==> src/rtl/shared_resource_mul.sv <==
// Iterative 16x16 shift-add multiplier shared between pipeline stages 3 and 4.
// Holds one word in flight, back-pressures stage 3 and forwards flushes to stage 4.
module shared_resource_mul #(
  parameter int WIDTH = 32
) (
  input  logic             clk,
  input  logic             reset,
  input  logic [WIDTH-1:0] in_data,
  input  logic             in_valid,
  input  logic             in_flush,
  output logic             out_stall,
  output logic [WIDTH-1:0] out_data,
  output logic             out_valid,
  output logic             out_flush,
  input  logic             in_stall
);

  localparam int HALF = WIDTH / 2;
  localparam int CW   = $clog2(HALF);
  localparam logic [CW-1:0] CNT_LAST = CW'(HALF - 1);

  typedef enum logic [1:0] {
    IDLE = 2'd0,
    BUSY = 2'd1,
    DONE = 2'd2
  } state_t;

  state_t           state_r, state_s;
  logic [WIDTH-1:0] a_r, a_s;
  logic [HALF-1:0]  b_r, b_s;
  logic [WIDTH-1:0] acc_r, acc_s;
  logic [CW-1:0]    cnt_r, cnt_s;
  logic [WIDTH-1:0] out_data_r, out_data_s;
  logic             out_valid_r, out_valid_s;
  logic             out_flush_r;
  logic [WIDTH-1:0] acc_sum_s;

  // Partial product for the current multiplier bit; the final add feeds out_data directly.
  assign acc_sum_s = b_r[0] ? (acc_r + a_r) : acc_r;

  assign out_stall = (state_r != IDLE);
  assign out_data  = out_data_r;
  assign out_valid = out_valid_r;
  assign out_flush = out_flush_r;

  // Next-state and datapath decode; flush overrides every state.
  always_comb begin
    state_s     = state_r;
    a_s         = a_r;
    b_s         = b_r;
    acc_s       = acc_r;
    cnt_s       = cnt_r;
    out_data_s  = out_data_r;
    out_valid_s = out_valid_r;
    if (in_flush) begin
      state_s     = IDLE;
      out_valid_s = 1'b0;
      acc_s       = {WIDTH{1'b0}};
      cnt_s       = {CW{1'b0}};
    end else begin
      case (state_r)
        IDLE: begin
          if (in_valid) begin
            a_s     = {{HALF{1'b0}}, in_data[WIDTH-1:HALF]};
            b_s     = in_data[HALF-1:0];
            acc_s   = {WIDTH{1'b0}};
            cnt_s   = {CW{1'b0}};
            state_s = BUSY;
          end else begin
            state_s = IDLE;
          end
        end
        BUSY: begin
          acc_s = acc_sum_s;
          a_s   = a_r << 1;
          b_s   = b_r >> 1;
          cnt_s = cnt_r + 1'b1;
          if (cnt_r == CNT_LAST) begin
            out_data_s  = acc_sum_s;
            out_valid_s = 1'b1;
            state_s     = DONE;
          end else begin
            state_s = BUSY;
          end
        end
        DONE: begin
          // No operand is taken here, even on the handoff edge.
          if (!in_stall) begin
            out_valid_s = 1'b0;
            state_s     = IDLE;
          end else begin
            state_s = DONE;
          end
        end
        default: begin
          state_s     = IDLE;
          out_valid_s = 1'b0;
        end
      endcase
    end
  end

  // State and datapath registers with asynchronous active-low reset.
  always_ff @(posedge clk or negedge reset) begin
    if (!reset) begin
      state_r     <= IDLE;
      a_r         <= {WIDTH{1'b0}};
      b_r         <= {HALF{1'b0}};
      acc_r       <= {WIDTH{1'b0}};
      cnt_r       <= {CW{1'b0}};
      out_data_r  <= {WIDTH{1'b0}};
      out_valid_r <= 1'b0;
      out_flush_r <= 1'b0;
    end else begin
      state_r     <= state_s;
      a_r         <= a_s;
      b_r         <= b_s;
      acc_r       <= acc_s;
      cnt_r       <= cnt_s;
      out_data_r  <= out_data_s;
      out_valid_r <= out_valid_s;
      out_flush_r <= in_flush;
    end
  end

endmodule

==> config.mk <==
export PLATFORM = sky130hd
export DESIGN_NAME = shared_resource_mul
export DESIGN_NICKNAME = d
export VERILOG_FILES = /design/src/rtl/shared_resource_mul.sv
export SDC_FILE = /design/constraint.sdc
export NUM_CORES = 1
export LEC_CHECK = 0
export CAP_MARGIN = 10
export CORE_ASPECT_RATIO = 1.1
export CORE_MARGIN = 3
export CORE_UTILIZATION = 50
export DETAILED_ROUTE_END_ITERATION = 8
export PLACE_DENSITY = 0.7
export RECOVER_POWER = 50
export SLEW_MARGIN = 20
export SYNTH_ARGS = -nofsm -noshare
export SYNTH_HDL_FRONTEND = slang
export SYNTH_SLANG_ARGS = --single-unit
==> constraint.sdc <==
create_clock -name clk -period 3.7 [get_ports clk]
set_input_delay 0.925 -clock clk [delete_from_list [all_inputs] [get_ports clk]]
set_output_delay 0.925 -clock clk [all_outputs]
set_load 0.01 [all_outputs]
==> results of run 1 <==
flip-flops by register name (all words and copies together) (netlist names):
register / count
acc_r: 32
out_valid: 1
out_flush: 1
b_r: 16
out_data: 32
state_r: 2
cnt_r: 4
a_r: 32
stage by stage:
step	area, µm²	cells	utilization
after floorplan	6530	665	-
after global placement	7450	871	0.586
after detailed placement	7450	871	0.586
after CTS	8010	903	0.631
after global routing	7970	903	0.628
final	7970	903	0.628
critical path: stages, from the launching register on:
cell	delay [ns]
dfrtp_1	0.40
ha_1	0.23
fa_1	0.43
a211oi_1	0.22
nor2_1	0.13
o41ai_1	0.34
buf_4	0.19
a21oi_1	0.06
nor2_1	0.20
o21bai_1	0.15
a31o_2	0.29
a31oi_1	0.18
or3_1	0.16
a31oi_1	0.08
mux2_2	0.28
logic make-up after synthesis:
kind of cell | count (synthesis) | share of synthesized area
AOI/OAI and AO/OA | 226 | 0.224
xor gates and xnor gates | 29 | 0.0389
buffers and inverters | 42 | 0.0245
muxes | 52 | 0.0801
DFF | 120 | 0.460
adders and majority gates | 33 | 0.0644
and+or+nand+nor | 163 | 0.108
per-layer routing:
metal	wire length (µm)	global-route usage	vias up
li1	-	-	2544
met1	6780	0.292	2550
met2	7830	0.381	149
met3	701	0.0466	24
met4	295	0.0836	0
met5	0	0	-
final cells by class:
class                      count  area, µm²  area share
inverter                       4       15.0     0.00188
multi-input combinational    503       3380       0.424
sequential                   120       3000       0.377
tap                          157        196      0.0246
timing repair buffer          87        817       0.103
clock inverter                 9       72.6     0.00911
clock buffer                  23        488      0.0612
placed cells by master, fill, tap and decap left out, types with 5 or more instances in the layout:
cell type,n
dlygate4sd3_1,10
dfrtp_1,120
clkbuf_16,17
a21o_1,18
nor2_1,32
ha_1,32
a21oi_1,40
clkdlybuf4s50_1,60
nand2_1,94
xnor2_1,20
a211oi_1,5
nand3_1,6
clkinv_2,7
clkbuf_1,7
o21bai_1,6
a22o_1,37
o21ai_0,84
mux2i_1,50
xor2_1,9
a31oi_1,7
buf_4,9
power by group:
| group | switching [mW] | internal, mW |
|---|---|---|
| clock | 0.584 | 0.984 |
| sequential | 0.0578 | 1.39 |
| combinational | 0.294 | 0.205 |
| total | 0.935 | 2.58 |
worst paths after layout:
| path | to | slack (ns) | cells past startpoint |
|---|---|---|---|
| setup / recovery | out_data[28]$_DFFE_PN0P_ | 0.24 | 14 |
| hold / removal | out_data[20]$_DFFE_PN0P_ | 0.47 | 2 |
| setup reg to reg | out_data[28]$_DFFE_PN0P_ | 0.24 | 14 |
| hold reg to reg | out_data[20]$_DFFE_PN0P_ | 0.47 | 2 |
| max in group asynchronous | a_r[30]$_DFFE_PN0P_ | 0.64 | 3 |
| min in group asynchronous | out_data[19]$_DFFE_PN0P_ | 0.80 | 1 |
cell usage after synthesis (7+ instances only):
master    number  area, µm²
mux2i_1       50        500
a31oi_1        7       43.8
dfrtp_1      120       3000
ha_1          32        400
o21ai_0       84        420
nor2_1        32        120
a21o_1        18        135
a22o_1        37        324
xor2_1         9       78.8
clkbuf_1      33        124
nand2_1       94        353
xnor2_1       20        175
a21oi_1       40        200
==> metrics.txt, run 1 <==
outcome=finished, violations left; violated checks=max-capacitance violations, max-slew violations; mapped cell area=6530 µm²; power per unit of standard cell area=441 nW/µm²; Worst Setup Slack, final=0.243 ns; fraction of final layout cells with drive strength greater than 1=0.0737; TritonCTS clock tree=yes; via count of the first global-routing pass=around 5400; number of buffers inserted for hold repair after clock tree synthesis=0; share of the yosys chip area belonging to registers=0.460; gr ovfl total=0; Routed WL per cell=around 17 µm; clock-pin transition on the worst setup and hold timing paths=~0.060 ns; fin. max-slew vios=32; residual antenna-violating net count after detailed routing=0; maximum vdd ir drop=0.301 mV; standard cell core area=12700 µm²; count of instances resized after the clock tree is built=0; input/output buffers=71; CP arrival=3.76 ns; static leakage=approximately 3.8 nW; category of the most critical setup path=reg -> reg; Worst Max-Slew Pin Slew=2.27 ns; required time worst endpoint=around 4 ns; clock period minus final worst setup slack=3.46 ns; maximum capacitance violations=1; maximum clock frequency=289 MHz; root buffer cell=clkbuf_16; post-place setup slack=0.319 ns; category of the worst setup path capture point=register; die outline height=between 100 and 150 µm; clock latency of the later-clocked register in the worst-skew pair=0.42 ns; average via count per standard cell=5.83; Post-synth ARST share=1.00; overall power after layout=3.51 mW; total negative setup slack=0 ns; Post-Syn Area per Cell=9.81 µm²; area growth from synthesis to final layout=22.1%; crit path launch type=register; estimated wirelength of the detail-placed design=11000 µm; Antenna Cells=0; final weighted congestion in routability-driven placement=about 0.9; number of antenna violations at the first check in global routing=0; deepest clock path buffer count=2; count of pins on the block boundary=72; net total in the final layout=803; Clock Skew=0.00624 ns; origin of the critical flop-to-flop path=acc_r[0]$_DFFE_PN0P_; number of buffers inserted by post-CTS setup repair=0; Yosys cell types=51; area of the die=approximately 14000 µm²; headroom to the max-slew limit=-0.515; clock sinks=120; period utilisation layout=0.934; Syn Nets=735; number of cell rows=43; Post-Route Hold Slack=0.469 ns; total setup violations reported at the end of the flow=0; count of fill cells added during filler insertion=1065; Cells after Synth=665; cts bufs inserted=17; GRT Resource Usage Total=0.228; count of endpoints failing hold in the final timing report=0; H-tree Lvls=4; initial cell density of the core=0.514; setup repair after global routing missed its margin=no; largest net degree at the start of global routing=58; total via count in the routed design=5267; DRT Pass-1 Iters=5; leading register cell type out of synthesis=dfrtp_1; number of warnings printed during yosys synthesis=0; Min-Delay Startpoint=out_data[20]$_DFFE_PN0P_; die extent in x=115 µm; CP max FO=4; global-route wire length before repair=26400 µm; Synth Register Bits=120; drt drc=0; number of synthesized flops with an enable pin=0; DR iter-0 viols=300; Total Wirelength=15600 µm; path category of the worst min-delay check=reg -> reg; Setup crit start=acc_r[0]$_DFFE_PN0P_
Note: power is estimated with default switching activity, not from simulation.
==> run 2: changes to the inputs <==
--- a/config.mk
+++ b/config.mk
@@ -10,7 +10,7 @@
 export CORE_MARGIN = 3
 export CORE_UTILIZATION = 50
 export DETAILED_ROUTE_END_ITERATION = 8
-export PLACE_DENSITY = 0.7
+export PLACE_DENSITY = 0.83
 export RECOVER_POWER = 50
 export SLEW_MARGIN = 20
 export SYNTH_ARGS = -nofsm -noshare
==> run 2 against run 1 <==
Compared with the run above:
- the flow still finishes with violations (max-capacitance violations, max-slew violations)
- utilization increased by 0.32 points
- die area unchanged
- setup slack improved by 0.057 ns
- worst hold slack improved by 0.0028 ns
- routed wire length increased by 0.57%
- combinational power about the same
- via count increased by 0.87%
- sequential share of layout area decreased by 0.19 points
- first-iteration DRC count decreased by 6.0%
- critical path depth unchanged
- critical path type unchanged
- critical endpoint unchanged
- largest cell class unchanged
==> metrics.txt, run 2 (synthesis gave the netlist of run 1 again) <==
input/output buffers=71 (unchanged); outcome=finished, violations left (unchanged); cell chain of the critical path=ha_1, fa_1, a211oi_1, nor2_1, o41ai_2, buf_4, a21oi_1, nor2_2, o21bai_1, a31o_2, a31oi_1, or3_1, a31oi_1, mux2_2 (was ha_1, fa_1, a211oi_1, nor2_1, o41ai_1, buf_4, a21oi_1, nor2_1, o21bai_1, a31o_2, a31oi_1, or3_1, a31oi_1, mux2_2); DRT Pass-1 Iters=5 (unchanged); fraction of final layout cells with drive strength greater than 1=0.0755 (was 0.0737); gr ovfl total=0 (unchanged); most used cell, CP=a31oi_1; clock sinks=120 (unchanged); static leakage=3.75 nW (about the same); master of the slowest instance on the critical path=fa_1 (unchanged); violated checks=max-capacitance violations, max-slew violations (unchanged); commonest non-fill, non-tap cells in the layout=120 x dfrtp_1, 94 x nand2_1, 84 x o21ai_0 (unchanged); largest net degree at the start of global routing=50 (was 58); estimated wirelength of the detail-placed design=10800 µm (was 11000 µm); die extent in x=115 µm (unchanged); net total in the final layout=799 (was 803); drt drc=0 (unchanged); area growth from synthesis to final layout=22.7% (was 22.1%); Routed WL per cell=17.5 µm (was 17.3 µm); DR iter-0 viols=282 (was 300); final weighted congestion in routability-driven placement=0.968 (was 0.924); setup repair after global routing missed its margin=no (unchanged); TritonCTS clock tree=yes (unchanged); crit-path max cell delay=0.44 ns (was 0.43 ns); period utilisation layout=0.919 (was 0.934); crit path launch type=register (unchanged); root buffer cell=clkbuf_16 (unchanged); most common cell after layout, fill and taps aside=dfrtp_1 (unchanged); residual antenna-violating net count after detailed routing=0 (unchanged); power per unit of standard cell area=453 nW/µm² (was 441 nW/µm²); global-route wire length before repair=26700 µm (was 26400 µm); count of fill cells added during filler insertion=1018 (was 1065); number of antenna violations at the first check in global routing=0 (unchanged); standard cell core area=12700 µm² (unchanged); headroom to the max-slew limit=-0.753 (was -0.515); kind of cell adding the most delay to the critical path=compound AO/OA/AOI/OAI gates (unchanged); initial cell density of the core=0.514 (unchanged); count of endpoints failing hold in the final timing report=0 (unchanged); total negative setup slack=0 ns (unchanged); fin. max-slew vios=81 (was 32); CP arrival=3.71 ns (was 3.76 ns); total setup violations reported at the end of the flow=0 (unchanged); placed insts=867 (was 871); total via count in the routed design=5313 (was 5267); Worst Max-Slew Pin Slew=2.63 ns (was 2.27 ns); number of buffers inserted by post-CTS setup repair=0 (unchanged); H-tree Lvls=4 (unchanged); maximum clock frequency=294 MHz (was 289 MHz); maximum vdd ir drop=0.351 mV (was 0.301 mV); average via count per standard cell=5.91 (was 5.83); number of standard cells in the layout, taps in and fillers out=899 (was 903); clock latency of the later-clocked register in the worst-skew pair=0.43 ns (was 0.42 ns); number of cell rows=43 (unchanged); CP max FO=4 (unchanged); category of the worst setup path capture point=register (unchanged); deepest clock path buffer count=2 (unchanged); Total Wirelength=15700 µm (was 15600 µm); area of the die=14500 µm² (unchanged); GRT Resource Usage Total=0.229 (was 0.228); clock-pin transition on the worst setup and hold timing paths=0.06 ns (about the same); required time worst endpoint=4.01 ns (was 4.00 ns); category of the most critical setup path=reg -> reg (unchanged); count of buffer and inverter cells on the critical path=1 (unchanged); maximum capacitance violations=2 (was 1); number of buffers inserted for hold repair after clock tree synthesis=0 (unchanged); clock period minus final worst setup slack=3.40 ns (was 3.46 ns); Clock Skew=0.0101 ns (was 0.00624 ns); count of pins on the block boundary=72 (unchanged); path category of the worst min-delay check=reg -> reg (unchanged); die outline height=126 µm (unchanged); cts bufs inserted=17 (unchanged); Antenna Cells=0 (unchanged); via count of the first global-routing pass=5576 (was 5398)
run 2: final timing paths:
check                                    startpoint                        to  slack, ns  depth (start not counted)
max in group asynchronous                     reset   out_data[7]$_DFFE_PN0P_       0.67                          2
min reg2reg                out_data[10]$_DFFE_PN0P_  out_data[10]$_DFFE_PN0P_       0.47                          2
min in group asynchronous                     reset       a_r[15]$_DFFE_PN0P_       1.33                          1
max reg2reg                      a_r[0]$_DFFE_PN0P_  out_data[28]$_DFFE_PN0P_       0.30                         14
max                              a_r[0]$_DFFE_PN0P_  out_data[28]$_DFFE_PN0P_       0.30                         14
min                        out_data[10]$_DFFE_PN0P_  out_data[10]$_DFFE_PN0P_       0.47                          2
run 2: cell type report:
type | count | area [µm²] | share of cell area
flip-flops and latches | 120 | 3000 | 0.375
clock inverters | 14 | 163 | 0.0203
clock buffers | 18 | 439 | 0.0548
inverters | 4 | 15.0 | 0.00187
repair buffers | 83 | 806 | 0.101
multi-input cells | 503 | 3390 | 0.423
well taps | 157 | 196 | 0.0245
run 2: worst register-to-register path: stages (launching register included):
cell	delay, ns
dfrtp_1	0.41
ha_1	0.25
fa_1	0.44
a211oi_1	0.23
nor2_1	0.15
o41ai_2	0.31
buf_4	0.18
a21oi_1	0.07
nor2_2	0.13
o21bai_1	0.12
a31o_2	0.30
a31oi_1	0.16
or3_1	0.14
a31oi_1	0.08
mux2_2	0.29
run 2: timing repair:
item,CTS,global route
setup endpoints to repair,0,3
hold endpoints to repair,0,0
gates resized for setup,0,4
run 2: power by group:
part / internal, mW / switching, mW / leakage [nW] / total (mW)
Sequential: 1.39 / 0.0582 / 1.62 / 1.44
Combinational: 0.206 / 0.295 / 1.84 / 0.500
Clock: 1.02 / 0.657 / 0.289 / 1.68
Total: 2.62 / 1.01 / 3.75 / 3.63
run 2: metrics by stage:
| step | area, µm² | setup WS [ns] | total power [mW] | hold slack, ns | util |
|---|---|---|---|---|---|
| global placement | 7410 | 0.353 | 1.93 | 0.460 | 0.584 |
| detailed placement | 7410 | 0.330 | 1.96 | 0.470 | 0.584 |
| floorplan | 6530 | 0.566 | 1.78 | 0.450 | - |
| CTS | 8010 | 0.184 | 3.65 | 0.483 | 0.631 |
| global route | 8010 | 0.0664 | 3.77 | 0.522 | 0.631 |
| finish | 8010 | 0.299 | 3.63 | 0.472 | 0.631 |
run 2: routing by layer:
metal / GRT usage / wire (µm) / vias to the layer above / part of all wire
met5: 0 / 0 / - / 0
met2: 0.380 / 7880 / 177 / 0.50
li1: - / - / 2537 / -
met1: 0.296 / 6630 / 2568 / 0.42
met3: 0.0428 / 835 / 31 / 0.053
met4: 0.0877 / 348 / 0 / 0.022
